[src/rtl/regfile_pkg.sv]
// regfile_pkg: shared types and defaults for regfile_mp.
//   fsm_state_t  : clear-sweep sequencer states
//   PC_RESET_DEF : default PC reset value
//   PC_STEP_DEF  : default PC increment
//   pc_idx()     : register index that aliases the PC
package regfile_pkg;

  typedef enum logic {
    CLEAR,
    RUN
  } fsm_state_t;

  localparam logic [15:0] PC_RESET_DEF = 16'h0100;
  localparam int unsigned PC_STEP_DEF  = 1;

  function automatic int unsigned pc_idx(input int unsigned num_regs);
    return num_regs - 1;
  endfunction

endpackage

[src/rtl/regfile_clear_seq.sv]
// regfile_clear_seq: post-reset sweep that zeroes the general registers.
//   clk, reset : clock, async active-high reset
//   clr_we     : storage clear strobe (high while sweeping)
//   clr_addr   : storage index being cleared
//   ready      : high once every general register has been cleared
module regfile_clear_seq
  import regfile_pkg::*;
#(
  parameter  int unsigned NUM_REGS = 16,
  localparam int unsigned AW       = $clog2(NUM_REGS)
) (
  input  logic          clk,
  input  logic          reset,
  output logic          clr_we,
  output logic [AW-1:0] clr_addr,
  output logic          ready
);

  localparam logic [AW-1:0] LAST_IDX = AW'(pc_idx(NUM_REGS) - 1);

  fsm_state_t    state;
  logic [AW-1:0] clear_idx;

  always_ff @(posedge clk or posedge reset) begin
    if (reset) begin
      state     <= CLEAR;
      clear_idx <= '0;
      ready     <= 1'b0;
    end else begin
      case (state)
        CLEAR: begin
          clear_idx <= clear_idx + AW'(1);
          if (clear_idx == LAST_IDX) begin
            state <= RUN;
            ready <= 1'b1;
          end
        end
        RUN: begin
        end
        default: state <= CLEAR;
      endcase
    end
  end

  assign clr_we   = (state == CLEAR);
  assign clr_addr = clear_idx;

endmodule

[src/rtl/regfile_mp.sv]
// regfile_mp: multi-read-port register file with a built-in PC register.
//   clk, reset        : clock, async active-high reset
//   rd_en/rd_sel      : capture NUM_RD registered read ports (packed selects)
//   rd_data           : packed registered read data, one-cycle latency
//   wr_en/wr_addr/... : single write port; index NUM_REGS-1 targets the PC
//   pc_inc, pc        : PC auto-increment and current PC
//   dbg_sel, dbg_data : combinational register view
//   ready             : high once the post-reset clear sweep is done
// Optional: `define REGFILE_BYPASS_EN for write-first reads.
module regfile_mp
  import regfile_pkg::*;
#(
  parameter  int unsigned       DATA_W   = 16,
  parameter  int unsigned       NUM_REGS = 16,
  parameter  int unsigned       NUM_RD   = 2,
  parameter  logic [DATA_W-1:0] PC_RESET = DATA_W'(PC_RESET_DEF),
  parameter  int unsigned       PC_STEP  = PC_STEP_DEF,
  localparam int unsigned       AW       = $clog2(NUM_REGS)
) (
  input  logic                     clk,
  input  logic                     reset,
  input  logic                     rd_en,
  input  logic [NUM_RD*AW-1:0]     rd_sel,
  output logic [NUM_RD*DATA_W-1:0] rd_data,
  input  logic                     wr_en,
  input  logic [AW-1:0]            wr_addr,
  input  logic [DATA_W-1:0]        wr_data,
  input  logic                     pc_inc,
  output logic [DATA_W-1:0]        pc,
  input  logic [AW-1:0]            dbg_sel,
  output logic [DATA_W-1:0]        dbg_data,
  output logic                     ready
);

  localparam logic [AW-1:0] PC_IDX = AW'(pc_idx(NUM_REGS));

  logic              clr_we;
  logic [AW-1:0]     clr_addr;
  logic [DATA_W-1:0] regs [NUM_REGS-1];
  logic [DATA_W-1:0] view [NUM_REGS];
  logic [DATA_W-1:0] pc_plus;
  logic              pc_wr;
  logic [DATA_W-1:0] rd_q [NUM_RD];

  regfile_clear_seq #(
    .NUM_REGS(NUM_REGS)
  ) u_clear_seq (
    .clk     (clk),
    .reset   (reset),
    .clr_we  (clr_we),
    .clr_addr(clr_addr),
    .ready   (ready)
  );

  assign pc_plus = pc + DATA_W'(PC_STEP);
  assign pc_wr   = wr_en && (wr_addr == PC_IDX);

  // clr_we is high exactly while not ready, so it also masks the write port.
  always_ff @(posedge clk) begin
    if (clr_we) begin
      regs[clr_addr] <= '0;
    end else if (wr_en && !pc_wr) begin
      regs[wr_addr] <= wr_data;
    end
  end

  always_ff @(posedge clk or posedge reset) begin
    if (reset) begin
      pc <= PC_RESET;
    end else if (ready) begin
      if (pc_wr) begin
        pc <= wr_data;
      end else if (pc_inc) begin
        pc <= pc_plus;
      end
    end
  end

  // Unified index space: general registers plus the PC at the top index.
  for (genvar g = 0; g < NUM_REGS - 1; g++) begin : g_view
    assign view[g] = regs[g];
  end
  assign view[NUM_REGS-1] = pc;

  assign dbg_data = view[dbg_sel];

  for (genvar g = 0; g < NUM_RD; g++) begin : g_rd
    logic [AW-1:0]     sel;
    logic [DATA_W-1:0] nxt;

    assign sel = rd_sel[g*AW +: AW];

    always_comb begin
      nxt = view[sel];
`ifdef REGFILE_BYPASS_EN
      if (wr_en && (wr_addr == sel)) begin
        nxt = wr_data;
      end else if (pc_inc && (sel == PC_IDX)) begin
        nxt = pc_plus;
      end
`endif
    end

    always_ff @(posedge clk or posedge reset) begin
      if (reset) begin
        rd_q[g] <= '0;
      end else if (ready && rd_en) begin
        rd_q[g] <= nxt;
      end
    end

    assign rd_data[g*DATA_W +: DATA_W] = rd_q[g];
  end

endmodule
[config.mk]
export PLATFORM = sky130hd
export DESIGN_NAME = regfile_mp
export DESIGN_NICKNAME = d
export VERILOG_FILES = /design/src/rtl/regfile_pkg.sv /design/src/rtl/regfile_clear_seq.sv /design/src/rtl/regfile_mp.sv
export SDC_FILE = /design/constraint.sdc
export NUM_CORES = 1
export LEC_CHECK = 0
export ABC_AREA = 1
export ABC_CLOCK_PERIOD_IN_PS = 4300
export CAP_MARGIN = 20
export CORE_MARGIN = 3
export CORE_UTILIZATION = 30
export CTS_CLUSTER_DIAMETER = 60
export DETAILED_ROUTE_END_ITERATION = 8
export PLACE_DENSITY = 0.56
export SKIP_CTS_REPAIR_TIMING = 1
export SLEW_MARGIN = 20
export SYNTH_ARGS = -nofsm -noshare
export SYNTH_HDL_FRONTEND = slang
export SYNTH_SLANG_ARGS = --single-unit
[constraint.sdc]
create_clock -name clk -period 4.3 [get_ports clk]
set_input_delay 0.86 -clock clk [delete_from_list [all_inputs] [get_ports clk]]
set_output_delay 0.86 -clock clk [all_outputs]
set_load 0.05 [all_outputs]
==> metrics.md <==
| Metric | Value |
|---|---|
| Core Region | `58000 µm²` |
| RSZ-0062 raised after global routing | `no` |
| Leakage | `8.73 nW` |
| Critical path arrival | `2.68 ns` |
| Pin count of the biggest net entering global routing | `129` |
| Startpoint types | `primary input` |
| Fillers | `5886` |
| Top cells by count, synth | `nand2_1 (940), nand3_1 (507), edfxtp_1 (240)` |
| Largest area contributor in the netlist | `edfxtp_1` |
| Worst-path fanout max | `32` |
| Ratio of final minimum period to clock period | `82.3%` |
| IO Count | `102` |
| Vias in the first global route | `17100` |
| Post-synthesis async set-or-reset flop share | `18.4%` |
| Fin crit period | `3.54 ns` |
| Die Area | `61900 µm²` |
| Worst reg2reg path endpoint | `regs[0][8]$_DFFE_PP_` |
| Chip width | `249 µm` |
| Vias per std cell | `5.51` |
| Worst-margin pin slew | `1.11 ns` |
| Vias | `17600` |
| Diodes inserted | `0` |
| Met3 Use GR | `5.17%` |
| Total CTS buffers | `37` |
| Top cell type's share of synthesized area | `40.7%` |
| Met2 usage | `33.8%` |
| Post-layout net count | `2447` |
| First-pass GRT wire length | `105000 µm` |
| Clock skew | `0.0139 ns` |
| Hold WS | `0.475 ns` |
| Adder-cell share of the synthesized area | `0.212%` |
| Worst skew pair latency | `0.56 ns` |
| Finished Core Util | `35.9%` |
| Fmax | `283 MHz` |
| Sequential share of the synthesized area | `48.4%` |
| Primary FF master, synth | `edfxtp_1` |
| Power Dens Cells | `394 nW/µm²` |
| Root buffer cell | `clkbuf_16` |
| Syn_nets | `2416` |
| GPL Wtd Cong | `0.861` |
| Dpl hpwl | `43000 µm` |
| Post-synthesis mux area share | `0%` |
| R2R Path Start | `u_clear_seq.state$_DFF_PP0_` |
| Grt ovf | `0` |
| Die height | `249 µm` |
| Routed len/inst | `21.8 µm` |
| Drt first pass iters | `6` |
| GRT busiest layer | `met2` |
| Number of synthesized register bits | `294` |
| Synth Area in Compound Gates | `6.94%` |
| Hold Path Depth | `2` |
| Distinct cells, synth | `26` |
| Simple-gate area share of the yosys netlist | `36.0%` |
| Critical Path RT | `3.44 ns` |
| Dominant cells by area after synthesis | `edfxtp_1 (41%), nand2_1 (20%), nand3_1 (14%)` |
| Fin. Hold Viols | `0` |
| Share of layout cells above drive strength 1 | `6.53%` |
| Max transition margin | `25.6%` |
| Largest family of logic cells by synthesized area | `simple AND/OR/NAND/NOR gates` |
| Residual DRC count | `0` |
| Input/output buffers | `101` |
| Worst R2R Setup Slack | `1.76 ns` |
| Setup Viol. Count Final | `0` |
| Setup TNS | `0 ns` |
| Worst VDD drop | `0.000219 V` |
| WL final | `69800 µm` |
| Tot Pwr | `0.00821 W` |
| Cell with the most instances after synthesis | `nand2_1` |
| Synth Area in XOR/XNOR | `0.396%` |
| Final std cells w/o fill | `3200` |
| M1 GR Usage | `28.9%` |
| CTS sink count | `294` |
| Yosys warns | `0` |
| R2r worst-path depth | `5` |
| Number of H-tree levels | `2` |
| FP Rows | `88` |
| Type of the worst min-delay path | `reg -> reg` |
| CTS tree | `yes` |
| Initial antenna violation count | `1` |
| Placed Cells | `3133` |
| Routed Antenna Nets | `0` |
| CTS Buffer Depth | `3` |
| Initial drt markers | `2328` |
| GRT Total Usage | `21.8%` |
| Synthesized instance count | `2376` |
| Worst Min Path Start | `rd_data[30]$_DFFE_PP0P_` |
| Initial Util | `30.5%` |
| Area growth from synthesis to layout | `17.8%` |
| Final Slew Violations | `0` |
| Max cap viols | `0` |
| CTS clock-pin slew for the worst setup and hold paths | `0.05 ns` |
| Hold Crit Endpoint | `rd_data[30]$_DFFE_PP0P_` |
| Mapped Area | `17700 µm²` |
| Syn_area_per_cell | `7.45 µm²` |
| Outcome | `finished, final reports clean` |
| Critical path class | `in -> out` |
| Number of synthesized flops with an enable pin | `240` |
| Crit path capture type | `output port` |
worst max path at each step:
stage	from	endpoint	slack, ns
floorplan	dbg_sel[1]	dbg_data[11]	1.51
global placement	dbg_sel[2]	dbg_data[1]	0.75
detailed placement	dbg_sel[2]	dbg_data[1]	0.81
CTS	dbg_sel[2]	dbg_data[1]	0.81
global route	dbg_sel[2]	dbg_data[6]	0.71
finish	dbg_sel[2]	dbg_data[1]	0.76
layout by cell type (no fill, tap or decap), types with 4 or more instances in the layout:
cell,instances
buf_4,59
inv_2,4
o21ai_1,9
edfxtp_1,240
bufinv_16,4
inv_1,168
o211ai_1,64
clkbuf_16,39
xor2_1,6
buf_12,23
clkdlybuf4s50_1,79
nand4_1,6
nand2_1,940
dfrtp_1,53
nor2_2,8
clkbuf_1,11
o21ai_0,73
nand3_1,507
clkinv_2,7
nor2_1,48
a21oi_1,64
registers in the layout, summed over array words and instances (netlist names):
register,flops
pc,16
u_clear_seq.state,1
u_clear_seq.ready,1
regs,240
u_clear_seq.clr_addr,4
rd_data,32
logic make-up (layout without fill, tap and decap cells):
group                    count (synthesis)  after routing
adder cells (fa/ha/maj)                  3              3
XOR/XNOR                                 8              8
AND/OR/NAND/NOR                       1512           1512
flip-flops                             294            294
buffers and inverters                  347            406
AO/OA/AOI/OAI                          212            212
power by group:
group | internal [W] | switching, W
Clock | 0.00192 | 0.00128
Combinational | 0.000501 | 0.00118
Sequential | 0.00317 | 0.000150
metrics by stage:
stage | cell area (µm²) | worst slack [ns]
after floorplan | 17700 | 1.51
after global placement | 19600 | 0.751
after detailed placement | 19600 | 0.813
after CTS | 20800 | 0.806
after global routing | 20800 | 0.708
final | 20800 | 0.762
layout make-up:
cell class / count / area (µm²) / area share, %
flip-flops and latches: 294 / 8560 / 41.1
inverters: 175 / 663 / 3.18
clock buffers: 51 / 1030 / 4.95
multi-input cells: 1735 / 7720 / 37.0
repair buffers: 164 / 1720 / 8.23
well taps: 765 / 957 / 4.59
clock inverters: 16 / 190 / 0.913
per-layer routing:
metal,vias up,routed length [µm]
met3,229,7950
met4,0,3030
li1,7949,-
met1,8342,28100
met5,-,0
met2,1111,30700
worst max-delay path: stages:
cell,delay [ns]
clkdlybuf4s50_1,0.50
buf_4,0.51
nand3_1,0.26
nand3_1,0.18
nand2_1,0.16
buf_12,0.19
Power figures use the tool's default switching activity.
